--- config.mk ---
export PLATFORM = sky130hd
export DESIGN_NAME = serial_exec_ctrl
export DESIGN_NICKNAME = d
export VERILOG_FILES = /design/src/rtl/serial_exec_ctrl.sv
export SDC_FILE = /design/constraint.sdc
export NUM_CORES = 1
export LEC_CHECK = 0
export ABC_AREA = 1
export CAP_MARGIN = 20
export CORE_ASPECT_RATIO = 1.75
export CORE_UTILIZATION = 35
export DETAILED_ROUTE_END_ITERATION = 16
export PLACE_DENSITY = 0.81
export SETUP_SLACK_MARGIN = 0.4
export SYNTH_ARGS = -nofsm -noshare
export SYNTH_HDL_FRONTEND = slang
export SYNTH_SLANG_ARGS = --single-unit
export TNS_END_PERCENT = 20
--- constraint.sdc ---
create_clock -name clk -period 1.1 [get_ports clk]
set_input_delay 0.11 -clock clk [delete_from_list [all_inputs] [get_ports clk]]
set_output_delay 0.11 -clock clk [all_outputs]
set_load 0.01 [all_outputs]
--- src/rtl/serial_exec_ctrl.sv ---
// Serial instruction sequencer: LOAD, REG_WIDTH shift cycles, STORE.
// Outputs decode from registered state and stall only.
module serial_exec_ctrl #(
  parameter int REG_WIDTH = 8
) (
  input  logic        clk,
  input  logic        rstn,
  input  logic        instr_valid,
  input  logic [11:0] instr,
  output logic        instr_ready,
  input  logic        stall,
  output logic [11:0] instr_q,
  output logic [2:0]  alu_op,
  output logic        alu_start,
  output logic        reg_shift_en,
  output logic        reg_store_en,
  output logic [2:0]  bit_cnt,
  output logic        busy,
  output logic        done
);

  typedef enum logic [1:0] {
    IDLE,
    LOAD,
    SHIFT,
    STORE
  } state_e;

  localparam logic [2:0] LAST = 3'(REG_WIDTH - 1);

  state_e      state_q, state_d;
  logic [2:0]  cnt_q, cnt_d;
  logic [11:0] instr_d;

  always_ff @(posedge clk or negedge rstn) begin
    if (!rstn) begin
      state_q <= IDLE;
      cnt_q   <= '0;
      instr_q <= '0;
    end else begin
      state_q <= state_d;
      cnt_q   <= cnt_d;
      instr_q <= instr_d;
    end
  end

  always_comb begin
    state_d = state_q;
    cnt_d   = cnt_q;
    instr_d = instr_q;
    unique case (state_q)
      IDLE: begin
        if (instr_valid) begin
          instr_d = instr;
          state_d = LOAD;
        end
      end
      LOAD: begin
        cnt_d   = '0;
        state_d = SHIFT;
      end
      SHIFT: begin
        // stall freezes both the index and the phase
        if (!stall) begin
          if (cnt_q == LAST) begin
            cnt_d   = '0;
            state_d = STORE;
          end else begin
            cnt_d = cnt_q + 3'd1;
          end
        end
      end
      STORE: state_d = IDLE;
      default: state_d = IDLE;
    endcase
  end

  assign instr_ready  = (state_q == IDLE);
  assign busy         = (state_q != IDLE);
  assign alu_start    = (state_q == LOAD);
  assign reg_shift_en = (state_q == SHIFT) && !stall;
  // instr_q[3] inhibits write-back
  assign reg_store_en = (state_q == STORE) && !instr_q[3];
  assign done         = (state_q == STORE);
  assign bit_cnt      = cnt_q;
  assign alu_op       = instr_q[10:8];

endmodule

## Word-level counts from Yosys, hierarchy flattened

Cells that the tools add are included.

| storage, ports and cells | value |
|---|---|
| output and inout port bits | 24 |
| word-level logic and storage cells | 28 |
| input port bits | 16 |
| flip-flop bits (word level) | 17 |

| cells by class | value |
|---|---|
| multiplexer cells | 7 |
| equality and inequality tests | 7 |
| add/sub/neg operators | 1 |
| reduce and logical (&&, ||, !) cells | 10 |

Operator list:

| kind | number |
|---|---|
| $pmux 2 s4 | 1 |
| $mux 2 | 3 |
| $mux 3 | 2 |
| $ne 2x2->1 const B | 3 |
| $pmux 3 s2 | 1 |
| $eq 2x2->1 const B | 2 |
| $reduce_and 2->1 | 2 |
| $reduce_bool 2->1 | 2 |
| $add 3x1->3 const B | 1 |
| $eq 3x3->1 const B | 1 |
| $reduce_and 3->1 | 1 |
| $eq 2x1->1 const B | 1 |
| $logic_and 1x1->1 | 2 |
| $logic_not 1->1 | 2 |
| $logic_not 2->1 | 1 |

## Logic depth before layout (Yosys ltp)

Gate-level depths: netlist of the first run.

| logic depth | value |
|---|---|
| depth after elaboration | 4 |
| gate-level depth with buffers | 7 |
| gate-level depth less buffers | 7 |

## Worst setup path before layout of the first run

No wires, ideal clock.

| timing | value |
|---|---|
| kind | register -> register |
| start point | reg state_q[0] |
| end point | reg instr_q[3] |
| required time | 0.983 ns |
| buffers on the path | 1 |
| cell stages (with the launch flop) | 7 |
| library setup time | 0.117 ns |
| setup slack | -0.136 ns |
| arrival | 1.120 ns |
| clock period less this slack | 1.236 ns |
| path through | dfrtp_1 > inv_1 > ha_1 > nand2_2 > buf_6 > nand2_1 > nand2_1 |

| between the ends | value |
|---|---|
| cells in the longest elaborated chain, start to end | 2 |

RTL lines:

| item | RTL line | source |
|---|---|---|
| from (decl) | 31 | `state_e state_q, state_d;` |
| from (signal assigned) | 41 | `state_q <= state_d;` |
| $logic_not 2->1 | n/a |  |
| named net instr_ready | 10 | `output logic instr_ready,` |
| $reduce_and 2->1 (no line) | n/a |  |
| to (signal assigned) | 43 | `instr_q <= instr_d;` |
| to (decl) | 12 | `output logic [11:0] instr_q,` |

The timed path passes the listed nets, and every way through them passes these cells.
A chain may end at the register's enable or synchronous reset.

## Worst setup path after layout of the first run

| timing | value |
|---|---|
| start point | reg state_q[1] |
| end point | out busy |

| between the ends | value |
|---|---|
| cells in the longest elaborated chain, start to end | 1 |

RTL lines:

| item | RTL line | source |
|---|---|---|
| $reduce_bool 2->1 | 79 | `assign busy = (state_q != IDLE);` |
| to (decl) | 18 | `output logic busy,` |

No other way between the ends.

==> run_results.csv, run 1 <==
group,metric,value,unit
floorplanning,initial_core_util,37.0,%
synth,netlist_area,851,um2
drt,drt_first_pass_iters,4,
sta,slew_headroom,80.6,%
synth,ys_ff_latch,17,
sta,slew_viol_final,0,
synth,synthTopCellsByArea,"dfrtp_1, nand2_1, ha_1",
place,placed_area,0.00137,mm2
power,ir_drop,1560,uV
power,pwr-share-clk,12.1,%
global_route,grt-ovfl-total,0,
place,dp.cells,170,
sta,worstMarginPinSlew,0.290,ns
sta,period_needed,1.31,ns
power,power_density,2740,mW/mm2
drt,drt-initial-drc-count,14,
floorplanning,coreArea,0.00230,mm2
sta,setup_ws,-0.215,ns
clocking,tritoncts,"built",
synth,synth_area_per_cell,8.59,um2
synth,yosysSeqAreaShare,50.0,%
finish,stdcell_area,0.00145,mm2
place,detailedPlace.worstSlack,-0.298,ns
finish,fillers,205,
sta,hold_ws,0.174,ns
status,violations,"setup timing",
place,dp_hpwl,1.58,mm
global_route,grt_pass1_vias,839,
clocking,cts.sinks,17,
synth,synth_top_area_cell,"dfrtp_1",
drt,wire_per_inst,12.8,um
synth,synth_top_area_share,50.0,%
global_route,track_usage,19.7,%
clocking,clk_path_buf_depth,2,
critical_path,required,0.99,ns
drt,drt-vias-per-instance,4.83,
power,switching_share,40.3,%
drt,wirelength,2.28,mm
global_route,antenna_found_initial,0,
finish,diodes,0,
power,leakage,0.784,nW
power,p_int,0.00237,W
synth,synth_xor_area_share,0,%
global_route,grt_max_degree,18,
synth,syn_inst,99,
clocking,cts_buffers,3,
global_route,grt_pass1_wl,3.60,mm
synth,synthMuxAreaShare,0,%
clocking,hold_buffers,0,
sta,tns,-3.74,ns
floorplanning,dieArea,0.00264,mm2
finish,finalNonFillerCells,179,
synth,ys_warn_count,0,
synth,synth_fp_nets,122,
place,place.gp.congestion,0.732,
hold_path,hold_path_class,"in2async",
synth,synth-compound-area-share,1.76,%
power,p_comb_share,60.3,%
clocking,clk_latency,0.26,ns
critical_path,cp_max_fo,5,
floorplanning,rows,23,
power,switching_power,0.00160,W
clocking,htreeDepth,1,
synth,synth-simple-area-share,28.7,%
sta,rsz0062_at_grt,"true",
floorplanning,fp.dieW,39.3,um
drt,ant_nets,0,
synth,synth_adder_area_share,10.3,%
critical_path,setup.worst_path.start_class,"register",
synth,netlist-cell-type-count,14,
sta,max_freq,761,MHz
critical_path,endpoint_kind,"output pin",
clocking,clkTransAtPathRegs,0.07,ns
critical_path,arrival,1.20,ns
sta,setup_violations,23,
flow_run,maxCapViolCount,0,
finish,nNetsFinal,178,
sta,finClkSkew,0.00175,ns
sta,hold_viol_final,0,
drt,via_count,865,
floorplanning,die_y,67.2,um
critical_path,path_class,"reg2out",
place,port_buffers,39,
status,status,"complete, but fails checks",
clocking,cts-root-buf,"clkbuf_8",
power,seqPwrFrac,27.6,%
finish,area_growth,69.9,%
drt,drc,0,
finish,drive_above_1_share,40.9,%
synth,synth_top_family_by_area,"simple AND/OR/NAND/NOR gates",
floorplanning,pin_count,40,
sta,period_share,120,%
cell usage after synthesis (all sizes together):
cell and n:
nand2 40, dfrtp 17, nand3 15, inv 8, ha 7, buf 6
o21ai 3, nand4 1, nor2 1, or2 1
cells in the final DEF (no fill, tap or decap), drive strengths merged:
master,count
nand3,15
nand2,40
inv,8
dlygate4sd2,2
ha,7
or2,1
o21ai,3
buf,40
nand4,1
nor2,1
dfrtp,17
clkbuf,3
clkinv,1
clkdlybuf4s50,15
final timing paths:
kind	from	to	slack [ns]	cells past startpoint
max in group asynchronous	rstn	state_q[0]	0.74	2
worst max-delay path	state_q[1]	busy	-0.21	5
worst min register to register	instr_q[5]	instr_q[5]	0.47	2
worst max register to register	state_q[1]	state_q[0]	-0.20	6
worst min-delay path	rstn	instr_q[2]	0.17	2
min in group clk	instr[7]	instr_q[7]	0.41	3
area by class of cell:
class,instances,area (um2),area share [%]
Inverter,8,32.5,2.25
Sequential cell,17,425,29.4
Multi-Input combinational cell,68,447,30.9
Clock buffer,3,41.3,2.86
Tap cell,25,31.3,2.16
Clock inverter,1,5.00,0.346
Timing Repair Buffer,57,463,32.0
flip-flops by register name (all words and copies together), names as in the netlist:
name     cells
bit_cnt      3
state_q      2
instr_q     12
per-layer routing:
layer / up-vias / part of all wire [%] / track usage, %
met5: - / 0 / 0
li1: 421 / - / -
met2: 34 / 55 / 34.4
met3: 5 / 6.3 / 4.28
met4: 0 / 1.8 / 10.8
met1: 405 / 37 / 20.8
cells by family (layout without fill, tap and decap cells):
logic type,after synthesis,in the layout
AND/OR/NAND/NOR,58,58
flip-flops,17,17
buffers and inverters,14,69
adder cells (fa/ha/maj),7,7
AO/OA/AOI/OAI,3,3
per-stage QoR:
| stage | utilization, % | total power, W |
|---|---|---|
| 2_1_floorplan | - | 0.00224 |
| 3_3_place_gp | 59.5 | 0.00330 |
| 3_5_place_dp | 59.5 | 0.00337 |
| 4_1_cts | 62.8 | 0.00396 |
| 5_1_grt | 62.8 | 0.00426 |
| 6_report | 62.8 | 0.00396 |
power groups by stage:
stage,clock [W],combinational [W],sequential [W]
after floorplan,0,0.00102,0.00122
after global placement,0,0.00220,0.00110
after detailed placement,0,0.00226,0.00112
after CTS,0.000486,0.00239,0.00109
after global routing,0.000516,0.00262,0.00112
final,0.000479,0.00239,0.00109
worst max-delay path, cell delays in order (launching register included):
cell and delay (ns):
dfrtp_1 0.43, buf_6 0.14, inv_4 0.06, ha_4 0.16, inv_2 0.04, buf_6 0.11
timing repair:
| action | CTS | global route |
|---|---|---|
| pin swaps | 5 | 0 |
| resized for setup | 103 | 11 |
| cloned | 0 | 0 |
| buffers inserted | 5 | 0 |
| setup endpoints to repair | 41 | 41 |
Power figures use the tool's default switching activity.
==> inputs of run 2 (changes only) <==
--- a/config.mk
+++ b/config.mk
@@ -10,7 +10,7 @@
 export CORE_ASPECT_RATIO = 1.75
 export CORE_UTILIZATION = 35
 export DETAILED_ROUTE_END_ITERATION = 16
-export PLACE_DENSITY = 0.81
+export PLACE_DENSITY = 0.69
 export SETUP_SLACK_MARGIN = 0.4
 export SYNTH_ARGS = -nofsm -noshare
 export SYNTH_HDL_FRONTEND = slang
==> run 2 against run 1 <==
The run still ends with setup timing left. Clock power shrank 4.8%. Highest routed layer unchanged. Final cell count grew 1.1%. Largest cell class is now multi-input gates. Non-clock buffer count grew 1. Combinational power grew 17%. Clock skew grew 0.0035 ns. Power grew 9.9%. Worst setup slack gained 0.011 ns. Sequential share of layout area shrank 1.6 points. Critical endpoint is now state_q[0]. Flip-flop and latch count is the same. Critical path type is now reg2reg. Cell area grew 6.0%. Hold slack gained 0.045 ns. Maximum frequency grew 0.86%.
==> run_results.csv, run 2 (synthesis results as in run 1) <==
group,metric,value,unit
critical_path,required,1.24,ns
finish,final_common_cell,"nand2_1",
critical_path,arrival,1.45,ns
global_route,grt_max_degree,18,
drt,wire_per_inst,14.1,um
finish,fillers,181,
power,leakage,0.804,nW
sta,max_freq,767,MHz
hold_path,hold_path_class,"in2async",
finish,largest_reg_flops,12,
power,power_density,2840,mW/mm2
critical_path,path_class,"reg2reg",
finish,drive_above_1_share,46.8,%
drt,drc,0,
critical_path,path_cells,"buf_6, inv_6, buf_4, ha_4, or2_4, nand3_2, nand2_1",
critical_path,cp_slowest_cell,"dfrtp_2",
critical_path,max_stage_delay,0.38,ns
clocking,clkTransAtPathRegs,0.07,ns
power,ir_drop,2260,uV
clocking,clk_path_buf_depth,2,
floorplanning,initial_core_util,37.0,%
sta,tns,-3.42,ns
sta,period_share,119,%
finish,diodes,0,
finish,mostFrequentLayoutCells,"nand2_1, buf_2, dfrtp_1, clkdlybuf4s50_1, buf_6",
drt,ant_nets,0,
clocking,cts_buffers,3,
sta,setup_ws,-0.204,ns
place,port_buffers,39,
drt,via_count,863,
sta,slew_viol_final,0,
drt,drt-vias-per-instance,4.77,
critical_path,reg2reg_to,"state_q[0]",
finish,ff_latch_area,427,um2
sta,rsz0062_at_grt,"true",
critical_path,setup.worst_path.start_class,"register",
floorplanning,dieArea,0.00264,mm2
clocking,htreeDepth,1,
floorplanning,fp.dieW,39.3,um
sta,finClkSkew,0.00527,ns
sta,slew_headroom,73.9,%
status,status,"complete, but fails checks",
global_route,grt-ovfl-total,0,
finish,nNetsFinal,180,
flow_run,maxCapViolCount,0,
place,dp_hpwl,1.64,mm
clocking,tritoncts,"built",
floorplanning,rows,23,
clocking,cts-root-buf,"clkbuf_8",
floorplanning,pin_count,40,
place,placed_area,0.00137,mm2
sta,worstMarginPinSlew,0.390,ns
global_route,track_usage,22.5,%
finish,max_flop_register,"instr_q",
finish,area_growth,80.0,%
critical_path,endpoint_kind,"register",
clocking,clk_latency,0.25,ns
sta,setup_violations,23,
critical_path,r2r_start,"state_q[1]",
global_route,grt_pass1_vias,829,
floorplanning,coreArea,0.00230,mm2
global_route,grt_pass1_wl,4.02,mm
floorplanning,die_y,67.2,um
global_route,antenna_found_initial,0,
sta,hold_viol_final,0,
sta,period_needed,1.30,ns
critical_path,cp_max_fo,3,
finish,stdcell_area,0.00153,mm2
drt,drt-initial-drc-count,21,
drt,drt_first_pass_iters,4,
place,place.gp.congestion,0.744,
status,violations,"setup timing",
critical_path,rrSetupSlack,-0.20,ns
critical_path,worst_r2r_path_depth,7,
clocking,cts.sinks,17,
drt,wirelength,2.54,mm
finish,multi_input_area,503,um2
[run 2: cell count changes in the layout (fill, tap and decap cells not counted), moves of 2 or more]
cell | before | now
buf_4 | 13 | 9
buf_6 | 10 | 14
ha_4 | 3 | 6
ha_2 | 3 | 1
nand2_1 | 36 | 34
nand2_2 | 1 | 3
[run 2: metal layers]
layer  global-route usage, %  wire, um  up-vias
li1                        -         -      426
met1                    23.9       918      412
met2                    42.9      1510       21
met3                    3.29        94        4
met4                    6.47        25        0
met5                       0         0        -
[run 2: worst max path at each step]
stage / startpoint / to / cells past startpoint
detailed placement: state_q[1] / reg_store_en / 4
global placement: state_q[1] / reg_store_en / 4
floorplan: bit_cnt[0] / state_q[1] / 7
global route: state_q[0] / bit_cnt[0] / 7
finish: state_q[1] / state_q[0] / 7
CTS: state_q[0] / bit_cnt[0] / 7
[run 2: cell type report]
class / instances / area share (%)
Inverter: 8 / 2.29
Clock inverter: 1 / 0.327
Multi-Input combinational cell: 69 / 32.8
Tap cell: 25 / 2.04
Clock buffer: 3 / 2.70
Timing Repair Buffer: 58 / 31.9
Sequential cell: 17 / 27.9
[run 2: repair_timing]
action,4_1_cts,5_1_grt
gates cloned,1,0
buffers inserted,6,0
pin swaps,15,6
gates resized for setup,124,10
hold buffers,0,0
endpoints found under the setup margin,41,41
[run 2: power by group]
part / internal [W] / switching (W)
registers: 0.000913 / 0.000192
logic: 0.00143 / 0.00137
clock network: 0.000251 / 0.000205
[run 2: stage by stage]
step / util (%) / setup slack (ns) / hold slack (ns) / instances / power (W)
2_1_floorplan: - / -0.0198 / -0.186 / 99 / 0.00224
3_3_place_gp: 59.5 / -0.278 / 0.455 / 170 / 0.00332
3_5_place_dp: 59.5 / -0.335 / 0.461 / 170 / 0.00338
4_1_cts: 65.9 / -0.181 / 0.197 / 181 / 0.00423
5_1_grt: 66.5 / -0.246 / 0.247 / 181 / 0.00464
6_report: 66.5 / -0.204 / 0.219 / 181 / 0.00436
[run 2: critical path: cells and delay by family, from the launching register on]
kind	cells	cell delay, ns
adder cells (fa/ha/maj)	1	0.16
flip-flops	1	0.38
AND/OR/NAND/NOR	3	0.37
buffers and inverters	3	0.29
==> variant 1 (settings of run 1) <==
Take the reset off `instr_q` and load it in a clocked block of its own.
--- a/src/rtl/serial_exec_ctrl.sv
+++ b/src/rtl/serial_exec_ctrl.sv
@@ -36,12 +36,14 @@
     if (!rstn) begin
       state_q <= IDLE;
       cnt_q   <= '0;
-      instr_q <= '0;
     end else begin
       state_q <= state_d;
       cnt_q   <= cnt_d;
-      instr_q <= instr_d;
     end
+  end
+
+  always_ff @(posedge clk) begin
+    instr_q <= instr_d;
   end
 
   always_comb begin
Formal check against the unedited RTL: not equivalent (Yosys sat finds a counterexample within 4 cycles, from zero or initial values and one cycle with rstn low).
==> variant 1 against run 1 <==
- the flow still finishes with violations (setup timing)
- count of clock-buffer cells in the layout rose by 1
- wire length is 28% lower
- synthesized area is 13% lower
- final area fell by 13%
- sequential power fell by 9%
- clock power down 34%
- sequential cell count unchanged
- combinational power fell by 38%
- worst setup slack got worse by 0.011 ns
- core utilization up 1.6 points
- register-to-register slack improved by 0.03 ns
- total power fell by 29%
- largest cell class is now sequential cells
==> variant 1: results (changes against run 1) <==
STA
  – Worst slew pin tran: 0.254 ns (-0.0358 ns)
  – Post-Route Skew: 0.00114 ns (-0.000612 ns)
  – Worst path setup slack after routing: -0.226 ns (-0.0110 ns)
  – Worst hold slack across all endpoints: 0.0518 ns (-0.122 ns)
  – Final Setup Violations: 23 (unchanged)

Place
  – GPL Wtd Cong: 0.748 (+2.2%)
  – Post-placement setup slack: -0.400 ns (-0.102 ns)
  – DP HPWL: 1.24 mm (-21%)
  – Total placed instance area: 1210 um^2 (-12%)
  – Placed instance count: 125 (-26%)
  – Count of buffers from port buffering: 39 (unchanged)

Routing
  – Routed wire length on met2: 855 um (-32%)
  – Met1 Wirelength: 578 um (-31%)
  – Iteration-0 DRC count of the detailed router: 5 (-9)
  – Uppermost layer routed: met4
  – Wirelength per Cell: 12.5 um (-1.7%)
  – Via count: 616 (-29%)
  – Sum of routed wire length over all layers: 1.66 mm (-28%)
  – Iteration count of the initial detailed-routing pass: 4 (unchanged)
  – Met3 wirelength from detailed routing: 159 um (+10%)

Setup path
  – Setup slack of the worst register-to-register path: -0.17 ns (+0.03 ns)
  – Cell count of the worst reg-to-reg path: 6 (unchanged)
  – Arrival time worst endpoint: 1.22 ns (+0.02 ns)
  – Crit Reg-Reg Endpoint: bit_cnt[0]
  – Max Fanout on Critical Path: 2 (-3)
  – Source of the critical timing path: state_q[0]

Power and ir drop
  – Internal power: 0.00176 W (-25%)
  – Worst-case vdd ir drop: 1.19 mV (-24%)
  – Leak pwr: 0.566 nW (-28%)

Global routing
  – Vias in the first global route: 597 (-29%)
  – Global-route wire length before repair: 2.53 mm (-30%)
  – Number of antenna violations at the first check in global routing: 0 (unchanged)
  – All-layer global routing usage: 0.160 (-0.0376)
  – Largest net degree at the start of global routing: 13 (-5)

Clock tree
  – Clock latency on the worst-skew pair: 0.28 ns (+0.02 ns)
  – CTS buffer count: 3 (unchanged)
  – Clock-pin transition on the worst setup and hold timing paths: 0.09 ns (+0.02 ns)
  – Bufs on Longest Clock Path: 2 (unchanged)
  – Buffer type at the clock tree root: clkbuf_4
  – Deepest level of the CTS H-tree: 1 (unchanged)

Logic synthesis
  – Number of distinct library cells after synthesis: 15 (+1)
  – Main synth FF type: edfxtp_1
  – Fraction of registers with async set or reset after synthesis: 0.294 (-0.706)
  – Number of nets produced by synthesis: 84 (-31%)
  – Share of synthesized area occupied by flip-flops and latches: 0.654 (+0.154)
  – Mean area per synthesized cell: 12.2 um^2 (+42%)
  – Commonest cells post-synth: nand2_1 (15), edfxtp_1 (12), inv_1 (8)
  – Synth warn: 0 (unchanged)
  – Ranking of synthesized cells by area: edfxtp_1 (49%), dfrtp_1 (17%), ha_1 (12%), nand2_1 (7.6%), inv_1 (4.0%)
  – Number of enable-type register cells in the synthesized netlist: 12 (+12)

Layout
  – Antenna diode instance count: 0 (unchanged)
  – Max reg flops: 12 (unchanged)
  – Largest reg by FF count: instr_q
  – Fraction of layout cells with a size suffix above 1: 0.486 (+0.0771)

Status
  – Outcome: finished with violations
  – Violated checks: setup timing

Min path
  – Class of the tightest hold or removal check: in2async
[variant 1: per-stage QoR]
| step | utilization | total power (W) | setup TNS, ns |
|---|---|---|---|
| floorplan | - | 0.00164 | -0.372 |
| global placement | 0.622 | 0.00226 | -3.84 |
| detailed placement | 0.622 | 0.00231 | -4.43 |
| CTS | 0.644 | 0.00277 | -3.54 |
| global route | 0.644 | 0.00296 | -4.88 |
| finish | 0.644 | 0.00280 | -3.68 |
[variant 1: cells by family after synthesis]
kind of cell / after synthesis / synth area share
DFF: 17 / 0.654
AOI/OAI and AO/OA: 3 / 0.0253
and+or+nand+nor: 22 / 0.126
buffers and inverters: 12 / 0.0759
adders and majority gates: 7 / 0.118
[variant 1: area by class of cell]
type | instances | area (um^2)
timing repair buffer | 47 | 379
sequential | 17 | 487
multi-input combinational | 32 | 283
inverter | 9 | 48.8
clock buffer | 4 | 26.3
fill | 178 | 692
tap | 23 | 28.8
[variant 1: how the worst max path moves through the flow]
stage	to	slack [ns]	depth (start not counted)
3_3_place_gp	reg_shift_en	-0.38	5
6_report	alu_start	-0.23	4
3_5_place_dp	reg_shift_en	-0.40	5
4_1_cts	alu_start	-0.21	4
2_1_floorplan	state_q[1]	-0.04	7
5_1_grt	alu_start	-0.25	4
[variant 1: worst max-delay path: stages, from the launching register on]
cell and delay [ns]:
dfrtp_1 0.41, buf_6 0.14, buf_6 0.11, ha_4 0.16, buf_6 0.11
[variant 1: power groups by stage]
stage / registers [W] / logic, W / clock network, W
after floorplan: 0.00103 / 0.000601 / 0
after global placement: 0.000971 / 0.00129 / 0
after CTS: 0.000988 / 0.00145 / 0.000326
after global routing: 0.00101 / 0.00161 / 0.000345
final: 0.000993 / 0.00149 / 0.000314
after detailed placement: 0.000986 / 0.00132 / 0
[variant 1: repair_timing]
item / 4_1_cts / 5_1_grt
hold endpoints to repair: 0 / 0
setup buffers: 3 / 0
pin swaps: 4 / 1
endpoints found under the setup margin: 41 / 41
gates resized for setup: 107 / 12
[variant 1: layer usage]
metal / vias to the layer above / GRT usage
met5: - / 0
met4: 0 / 0.125
met3: 8 / 0.0391
met2: 37 / 0.279
met1: 275 / 0.144
li1: 296 / -
==> variant 2 (flow settings as in run 1) <==
Without the edit above. Change the parameter `REG_WIDTH` from 8 to 4.
--- a/src/rtl/serial_exec_ctrl.sv
+++ b/src/rtl/serial_exec_ctrl.sv
@@ -1,7 +1,7 @@
 // Serial instruction sequencer: LOAD, REG_WIDTH shift cycles, STORE.
 // Outputs decode from registered state and stall only.
 module serial_exec_ctrl #(
-  parameter int REG_WIDTH = 8
+  parameter int REG_WIDTH = 4
 ) (
   input  logic        clk,
   input  logic        rstn,
Behaviour: not the same (a bounded check fails within 10 cycles, from zero or initial values and one cycle with rstn low).
==> variant 2 against run 1 <==
- the run still ends with setup timing left
- wire length increased by 10%
- final area increased by 2.4%
- cell count decreased by 0.56%
- worst setup slack got worse by 0.060 ns
- total power increased by 11%
- core utilization increased by 2.3 points
- non-clock buffer count unchanged
- combinational power increased by 18%
- synthesized area decreased by 2.1%
- sequential cell count unchanged
==> variant 2: results (changes against run 1) <==
Status
  – Outcome: finished with violations
  – Violated checks: setup timing

Global routing
  – Vias in the first global route: 867 (+3.3%)
  – Global-route wire length before repair: 3.75 mm (+4.0%)
  – All-layer global routing usage: 0.215 (+0.0181)
  – Met3 global-route usage: 0.0467 (+0.00390)

Power and ir drop
  – Leak pwr: 0.766 nW (-2.3%)
  – Worst-case vdd ir drop: 1.39 mV (-11%)

Setup path
  – Max Fanout on Critical Path: 3 (-2)
  – Cell count of the worst reg-to-reg path: 7 (+1)
  – CP max stage cell: dfrtp_2

Routing
  – Met3 wirelength from detailed routing: 166 um (+15%)
  – Wirelength per Cell: 14.1 um (+11%)
  – Met1 Wirelength: 827 um (-1.3%)

STA
  – Final Setup Violations: 23 (unchanged)
  – Worst path setup slack after routing: -0.275 ns (-0.0603 ns)

Layout
  – Number of sequential storage elements: 17 (unchanged)
  – Fraction of layout cells with a size suffix above 1: 0.405 (-0.00386)
  – Fraction of standard cell area that is sequential: 0.288 (-0.00612)
  – Sequential cell area: 427 um^2 (+0.29%)
  – Comb_multi_in: 67 (-1.5%)

Logic synthesis
  – Complex-gate fraction of the synthesized area: 0.0240 (+0.00638)
  – Share of synthesized area occupied by flip-flops and latches: 0.511 (+0.0105)
  – Commonest cells post-synth: nand2_1 (34), dfrtp_1 (17), nand3_1 (14)
  – Number of nets produced by synthesis: 120 (-1.6%)

Place
  – Total placed instance area: 1310 um^2 (-4.5%)
  – GPL Wtd Cong: 0.757 (+3.3%)
variant 2: changes by cell type after synthesis, sizes merged:
cell    delta
a21oi      +1
nand3b     +1
nand2      -5
nand3      -1
nand4      -1
nor2       +5
ha         -1
variant 2: through the flow:
step | hold slack [ns] | setup slack [ns]
floorplan | -0.186 | -0.0489
global placement | 0.448 | -0.305
detailed placement | 0.454 | -0.319
CTS | 0.190 | -0.244
global route | 0.204 | -0.316
finish | 0.185 | -0.275
variant 2: repair_timing:
item / CTS / global route
pin swaps: 9 / 7
setup buffers: 8 / 2
resized for setup: 104 / 25
cloned: 0 / 0
setup endpoints to repair: 41 / 41
variant 2: where the power goes:
part / switching [W] / internal [W]
combinational: 0.00137 / 0.00145
clock: 0.000202 / 0.000257
sequential: 0.000215 / 0.000925
variant 2: worst reg2reg max path, cell delays in order (launching register included):
cell     delay, ns
dfrtp_2       0.40
buf_6         0.13
inv_6         0.04
buf_4         0.12
ha_1          0.18
or2_1         0.25
nand3_2       0.09
nand2_1       0.05
